$ cat config.mk
export PLATFORM = sky130hd
export DESIGN_NAME = cache_fill_gather
export DESIGN_NICKNAME = d
export VERILOG_FILES = /design/src/rtl/cache_fill_gather.sv
export SDC_FILE = /design/constraint.sdc
export NUM_CORES = 1
export LEC_CHECK = 0
export ABC_CLOCK_PERIOD_IN_PS = 2600
export CORE_MARGIN = 10
export CORE_UTILIZATION = 30
export DETAILED_ROUTE_END_ITERATION = 8
export GPL_TIMING_DRIVEN = 0
export PLACE_DENSITY = 0.59
export SLEW_MARGIN = 20
export SYNTH_ARGS = -nofsm -noshare
export SYNTH_HDL_FRONTEND = slang
export SYNTH_SLANG_ARGS = --single-unit
export TNS_END_PERCENT = 10
$ cat constraint.sdc
create_clock -name clk -period 2.6 [get_ports clk]
set_clock_uncertainty 0.2 [all_clocks]
set_input_delay 0.78 -clock clk [delete_from_list [all_inputs] [get_ports clk]]
set_output_delay 0.78 -clock clk [all_outputs]
set_load 0.005 [all_outputs]
$ cat src/rtl/cache_fill_gather.sv
// Collects in-order memory response beats into one cache line and presents it
// as a single registered fill request; holds exactly one line.
module cache_fill_gather #(
  parameter int LINE_SIZE       = 64,
  parameter int BEAT_SIZE       = 16,
  parameter int LINE_ADDR_WIDTH = 26
) (
  input  logic                       clk,
  input  logic                       reset,
  input  logic                       mem_rsp_valid,
  input  logic [8*BEAT_SIZE-1:0]     mem_rsp_data,
  input  logic [LINE_ADDR_WIDTH-1:0] mem_rsp_tag,
  output logic                       mem_rsp_ready,
  output logic                       fill_valid,
  output logic [LINE_ADDR_WIDTH-1:0] fill_addr,
  output logic [8*LINE_SIZE-1:0]     fill_data,
  input  logic                       fill_ready,
  output logic                       busy,
  output logic                       tag_err
);

  localparam int NUM_BEATS = LINE_SIZE / BEAT_SIZE;
  localparam int BEAT_W    = 8 * BEAT_SIZE;
  localparam int LINE_W    = 8 * LINE_SIZE;
  localparam int CNT_W     = (NUM_BEATS > 1) ? $clog2(NUM_BEATS) : 1;
  localparam logic [CNT_W-1:0] LAST_BEAT = CNT_W'(NUM_BEATS - 1);

  typedef enum logic [1:0] {IDLE, COLLECT, FULL} state_t;

  state_t                     r_state;
  logic [CNT_W-1:0]           r_cnt;
  logic [LINE_ADDR_WIDTH-1:0] r_addr;
  logic [LINE_W-1:0]          r_data;
  logic                       r_fill_valid;
  logic                       r_busy;
  logic                       r_tag_err;

  logic             w_ready;
  logic             w_acc;
  logic             w_start;
  logic             w_collect;
  logic             w_wr;
  logic [CNT_W-1:0] w_slot;

  // A held line only blocks new beats until the bank takes it in the same cycle.
  assign w_ready   = (r_state != FULL) || fill_ready;
  assign w_acc     = mem_rsp_valid && w_ready;
  assign w_start   = w_acc && (r_state != COLLECT);
  assign w_collect = w_acc && (r_state == COLLECT);
  assign w_wr      = w_start || w_collect;
  assign w_slot    = w_start ? '0 : r_cnt;

  always_ff @(posedge clk) begin
    if (reset) begin
      r_state      <= IDLE;
      r_cnt        <= '0;
      r_addr       <= '0;
      r_data       <= '0;
      r_fill_valid <= 1'b0;
      r_busy       <= 1'b0;
      r_tag_err    <= 1'b0;
    end else begin
      r_tag_err <= 1'b0;
      for (int k = 0; k < NUM_BEATS; k++) begin
        if (w_wr && (w_slot == CNT_W'(k)))
          r_data[k*BEAT_W +: BEAT_W] <= mem_rsp_data;
      end
      if (w_start) begin
        r_addr <= mem_rsp_tag;
        if (NUM_BEATS == 1) begin
          r_state      <= FULL;
          r_cnt        <= '0;
          r_fill_valid <= 1'b1;
          r_busy       <= 1'b0;
        end else begin
          r_state      <= COLLECT;
          r_cnt        <= CNT_W'(1);
          r_fill_valid <= 1'b0;
          r_busy       <= 1'b1;
        end
      end else if (w_collect) begin
        // A mismatching beat is still stored; the line keeps its first-beat address.
        r_tag_err <= (mem_rsp_tag != r_addr);
        if (r_cnt == LAST_BEAT) begin
          r_state      <= FULL;
          r_cnt        <= '0;
          r_fill_valid <= 1'b1;
          r_busy       <= 1'b0;
        end else begin
          r_cnt <= r_cnt + CNT_W'(1);
        end
      end else if ((r_state == FULL) && fill_ready) begin
        r_state      <= IDLE;
        r_fill_valid <= 1'b0;
      end
    end
  end

  assign mem_rsp_ready = w_ready;
  assign fill_valid    = r_fill_valid;
  assign fill_addr     = r_addr;
  assign fill_data     = r_data;
  assign busy          = r_busy;
  assign tag_err       = r_tag_err;

endmodule

## After elaboration in Yosys (flattened, before gate mapping)

Cells that the tools add are included.

- Register bits after elaboration: 545
- Latch bits: 0
- Bits in writable memories: 0
- Bits in read-only memories: 0
- Input port bits: 158
- Output and inout port bits: 542
- Logic and storage cells: 59
- Memories: 0

- $add $sub $neg: 1
- $mul: 0
- Div/mod/pow operators: 0
- $lt $le $gt $ge: 0
- Equal/unequal tests: 11
- Shift-type cells: 0
- Mux-type cells: 14
- Bitwise gates (word level): 1
- Reduce and logical (&&, ||, !) cells: 20

Operators by type and width:

| operator | count |
|---|---|
| != test 26 bit | 1 |
| two-way mux 2 bit | 5 |
| two-way mux 1 bit | 9 |
| == test 2 bit, second input constant | 4 |
| logical AND 1 bit | 8 |
| AND reduction 2 bit | 3 |
| nonzero test 2 bit | 3 |
| == test 2 x 1 -> 1 bit, second input constant | 2 |
| != test 2 x 1 -> 1 bit, second input constant | 2 |
| != test 3 x 2 -> 1 bit, second input constant | 1 |
| nonzero test 3 bit | 1 |
| OR reduction 3 bit | 1 |
| adder 2 x 1 -> 2 bit, second input constant | 1 |
| zero test 2 bit | 1 |
| logical OR 1 bit | 2 |
| != test 2 bit, second input constant | 1 |
| OR reduction 2 bit | 1 |
| inverter 1 bit | 1 |

## Depth between registers and ports, before layout

- Depth in word-level cells: 7
- Mapped depth: 7
- Depth with buffers taken out: 5

## Worst setup path before layout

No wires, ideal clock.

- Kind: input port to output port
- Start: input port fill_ready
- End: output port mem_rsp_ready
- Arrival: 1.271 ns
- Path slack: 0.349 ns
- Cell stages on the path: 2
- Path buffers: 1
- Cells stage by stage: or3b_1 -> buf_6

- Longest elaborated chain between the ends: 1

Ends and longest elaborated chain:

| element | RTL line | RTL |
|---|---|---|
| from (decl) | 17 | `input logic fill_ready,` |
| logical OR 1 bit | 46 | `assign w_ready = (r_state != FULL) \|\| fill_ready;` |
| to (decl) | 13 | `output logic mem_rsp_ready,` |

Every way passes these cells.

## Worst setup path after layout

- Start: register r_state[1]
- End: output port mem_rsp_ready

- Longest elaborated chain between the ends: 2

Ends and longest elaborated chain:

| element | RTL line | RTL |
|---|---|---|
| from (decl) | 30 | `state_t r_state;` |
| from (signal assigned) | 55 | `r_state <= IDLE;` |
| from (signal assigned) | 71 | `r_state <= FULL;` |
| from (signal assigned) | 76 | `r_state <= COLLECT;` |
| != test 2 bit | 46 |  |
| logical OR 1 bit | 46 |  |

Every way passes these cells.

==> summary.md <==
The number of max-slew violations in the final report came out at 0. For this design, the slowest cell found on the critical path is dfxtp_4. Data on the critical path is required at its endpoint by 1620 ps.

The final estimated routing congestion in global placement was 0.933. Ranked by total cell area, the synthesized netlist is headed by dfxtp_1 (55%), nand2_1 (19%), a21oi_1 (11%), a21oi_2 (4.4%), nand2_2 (3.2%). For hold timing, the worst endpoint is fill_data[413]$_SDFFE_PP0P_. The register bit count reported by yosys is 544, and the clock-pin slew of the registers on the worst-case setup and hold paths is 60 ps. In this run the count of I/O pins placed on the die edge is 700.

The yosys synthesis warning count was 0. For the die area, the log shows 76,700 um^2. Once the floorplan was initialized, standard cells occupied 30.2% of the core. The H-tree generated during clock tree synthesis spans 2 levels. Across all register-to-register paths, the minimum setup slack is 310 ps. In the global route stage, overall resource usage came out at 22.8%. The flow ran to the end, but the final reports show violations. The category of the critical setup timing path is flip-flop to primary output.

The number of cells produced by synthesis was 2,409. The largest area contributor in the netlist was dfxtp_1. The buffer levels on the longest clock path is 3. The tools report the count of antenna-violating nets left after detailed routing as 0. For this block, the initial DRC count from the detailed router was 994. After routing, the total negative slack on setup checks comes to -2.82 ps.

The per-cell via count in the routed design works out to 4.63. The endpoint identified for the worst register-to-register timing path is fill_data[31]$_SDFFE_PP0P_. For the sum of met3 wire segment lengths after detailed routing, the log shows 8400 um.

The worst hold path begins at fill_data[413]$_SDFFE_PP0P_. The library cell used most frequently in the layout, excluding fill and tap cells, is nand2_1. The total area inside the core boundary comes to 65,600 um^2. The run gives 55.0% as the share of synthesized area occupied by flip-flops and latches.

After clock tree synthesis, the flow added hold-fix buffers numbering 0. The tools report the pin count of the biggest net entering global routing as 16. The worst hold path passes through 2 cells. The first global-routing pass estimated 132,000 um of wire. After detailed routing, the average wire length per cell comes to 22.6 um. Summing all placed instances gives a cell area of 27,900 um^2. The final critical-path share of the clock period works out to 100%. Top routing layer in use: met5. For the number of hold violations in the final report, the log shows 0.

The number of optimization iterations in the first detailed-route pass was 5; the routed wire length on met2 was 44,700 um. In this run the worst hold path is classified as flip-flop to flip-flop. For the worst-skew pair, the clock arrives at the later sink with an insertion delay of 620 ps. The worst flop-to-flop path startpoint was r_state[1]$_SDFFE_PP0P_.

The routed design has 92,100 um of wire. The static leakage was 10.6 nW; the async set or reset register ratio after synthesis was 0%. Die boundary height: 277 um. The checks that failed: setup timing. The number of sinks on the clock net is 544.

Among all flip-flop cells after synthesis, the most frequent one is dfxtp_1. The run gives 2 as the number of antenna violations at the first check in global routing. Share of cells above drive strength 1: 13.7%. The launch point of the critical path is r_state[1]$_SDFFE_PP0P_. Static timing analysis puts the maximum clock frequency at 384 MHz.

Count of maximum capacitance violations: 0. TritonCTS built the clock tree. The design draws 19.3 mW. Compared with the post-synthesis result, the final layout area differs by 51.3%.

Detailed-placement wirelength estimate: 70,900 um. Worst stage delay on the critical path: 360 ps. After detailed routing, the wire length on met1 is 36,400 um. The critical path goes through or3b_1 -> buf_6 -> buf_2. The post-layout net count was 3,331. The die is 277 um wide. Final setup violation count: 1. Headroom to the max-slew limit came out at 31.9%. The post-route cell area is 30,000 um^2.

The worst register-to-register path has a depth of 7. Leaving out fill and tap cells, the most frequent cells in the layout are nand2_1 (979), clkdlybuf4s50_1 (650), dfxtp_1 (533). Synthesis produced a netlist with a net count of 2,568. The minimum period implied by the final worst setup slack came out at 2600 ps.

The total overflow left after global routing is 0. Of the post-synthesis cell area, the dominant cell type holds 55.0%. Of all nets on the critical path, the largest fanout is 6.

The power per standard cell area came out at 643 nW/um^2. The worst setup path is captured at a primary output. The worst-margin pin slew is 1020 ps.

The total clock buffers created by CTS was 59; the minimum setup slack in the final design was -2.82 ps. The via count of the first global-routing pass was 18,600; the peak supply drop was 586 uV. Setup repair after global routing could not meet its margin everywhere.

The number of enable-type register cells in the synthesized netlist came out at 0. The routed layout has 18,900 vias. Port buffering added 698 buffers. For the arrival time of the worst setup path, the log shows 1620 ps. The tools report the residual DRC count as 0. The worst setup path is launched from a flip-flop.

The row count is 94, and the unique cell type count in the Yosys netlist is 32. Clock tree synthesis selected as its root buffer the cell clkbuf_16. The synthesized netlist occupies a cell area of 19,800 um^2.

The average instance area after synthesis came out at 8.22 um^2.
[report_power, final]
part           leakage, nW  switching [mW]  internal, mW
sequential            4.42           0.130          8.53
clock                0.990            3.60          5.21
combinational         5.16           0.990         0.796
total                 10.6            4.72          14.5
[logic make-up after synthesis]
group / after synthesis / share of synthesized area, %
DFF: 544 / 55.0
AOI/OAI and AO/OA: 545 / 15.7
xor gates and xnor gates: 26 / 1.15
adders and majority gates: 1 / 0.0632
buffers and inverters: 182 / 5.23
and+or+nand+nor: 1109 / 22.7
muxes: 2 / 0.101
[worst max-delay path by stage]
stage / to / cells past startpoint
floorplan: mem_rsp_ready / 2
global placement: fill_data[37]$_SDFFE_PP0P_ / 5
detailed placement: fill_data[195]$_SDFFE_PP0P_ / 8
CTS: mem_rsp_ready / 4
global route: mem_rsp_ready / 3
finish: mem_rsp_ready / 3
[timing repair]
| action | CTS | global route |
|---|---|---|
| resized for setup | 43 | 31 |
| endpoints found under the setup margin | 236 | 128 |
| buffers inserted | 0 | 4 |
| pin swaps | 0 | 1 |
[through the flow]
stage | hold slack, ps | util, % | setup WS, ps | std cells
after global routing | 264 | 45.6 | -46.5 | 4079
after floorplan | 253 | - | 349 | 2409
final | 253 | 45.6 | -2.82 | 4080
after detailed placement | 246 | 42.5 | -853 | 3971
after global placement | 241 | 42.5 | -1060 | 3971
after CTS | 254 | 45.5 | -189 | 4075
[layer usage]
layer  track usage, %  vias to the layer above
li1                 -                     9285
met1             25.9                     8866
met2             39.4                      618
met3             8.46                      113
met4             6.58                        2
met5                0                        -
[registers in the layout, summed over array words and instances (netlist names)]
register	count
fill_data	512
tag_err	1
busy	1
r_cnt	2
fill_addr	26
r_state	2
[synth_stat cells (2+ instances only)]
master / n
mux2i_1: 2
nand2_1: 979
and3_1: 2
buf_4: 2
buf_2: 103
nand3_1: 2
nand4_1: 6
xnor2_1: 26
nand3b_1: 3
nand2_2: 100
a21oi_2: 100
nor2_1: 5
buf_1: 2
buf_12: 11
dfxtp_1: 544
a21oi_1: 442
buf_6: 5
clkbuf_1: 59
nor3_1: 3
[worst max-delay path, delay by kind of cell, from the launching register on]
kind | cells | cell delay, ps
flops | 1 | 360
simple gates | 1 | 360
buf+inv | 2 | 280
[layout make-up]
class                           count  area (um^2)
Fill cell                        6740        35700
Sequential cell                   544        10900
Multi-Input combinational cell   1683         7880
Timing Repair Buffer              702         7010
Clock buffer                       87         1740
Tap cell                          864         1080
Buffer                            182         1070
Clock inverter                     17          264
Antenna cell                        1         2.50
(Power assumes the default switching activity.)
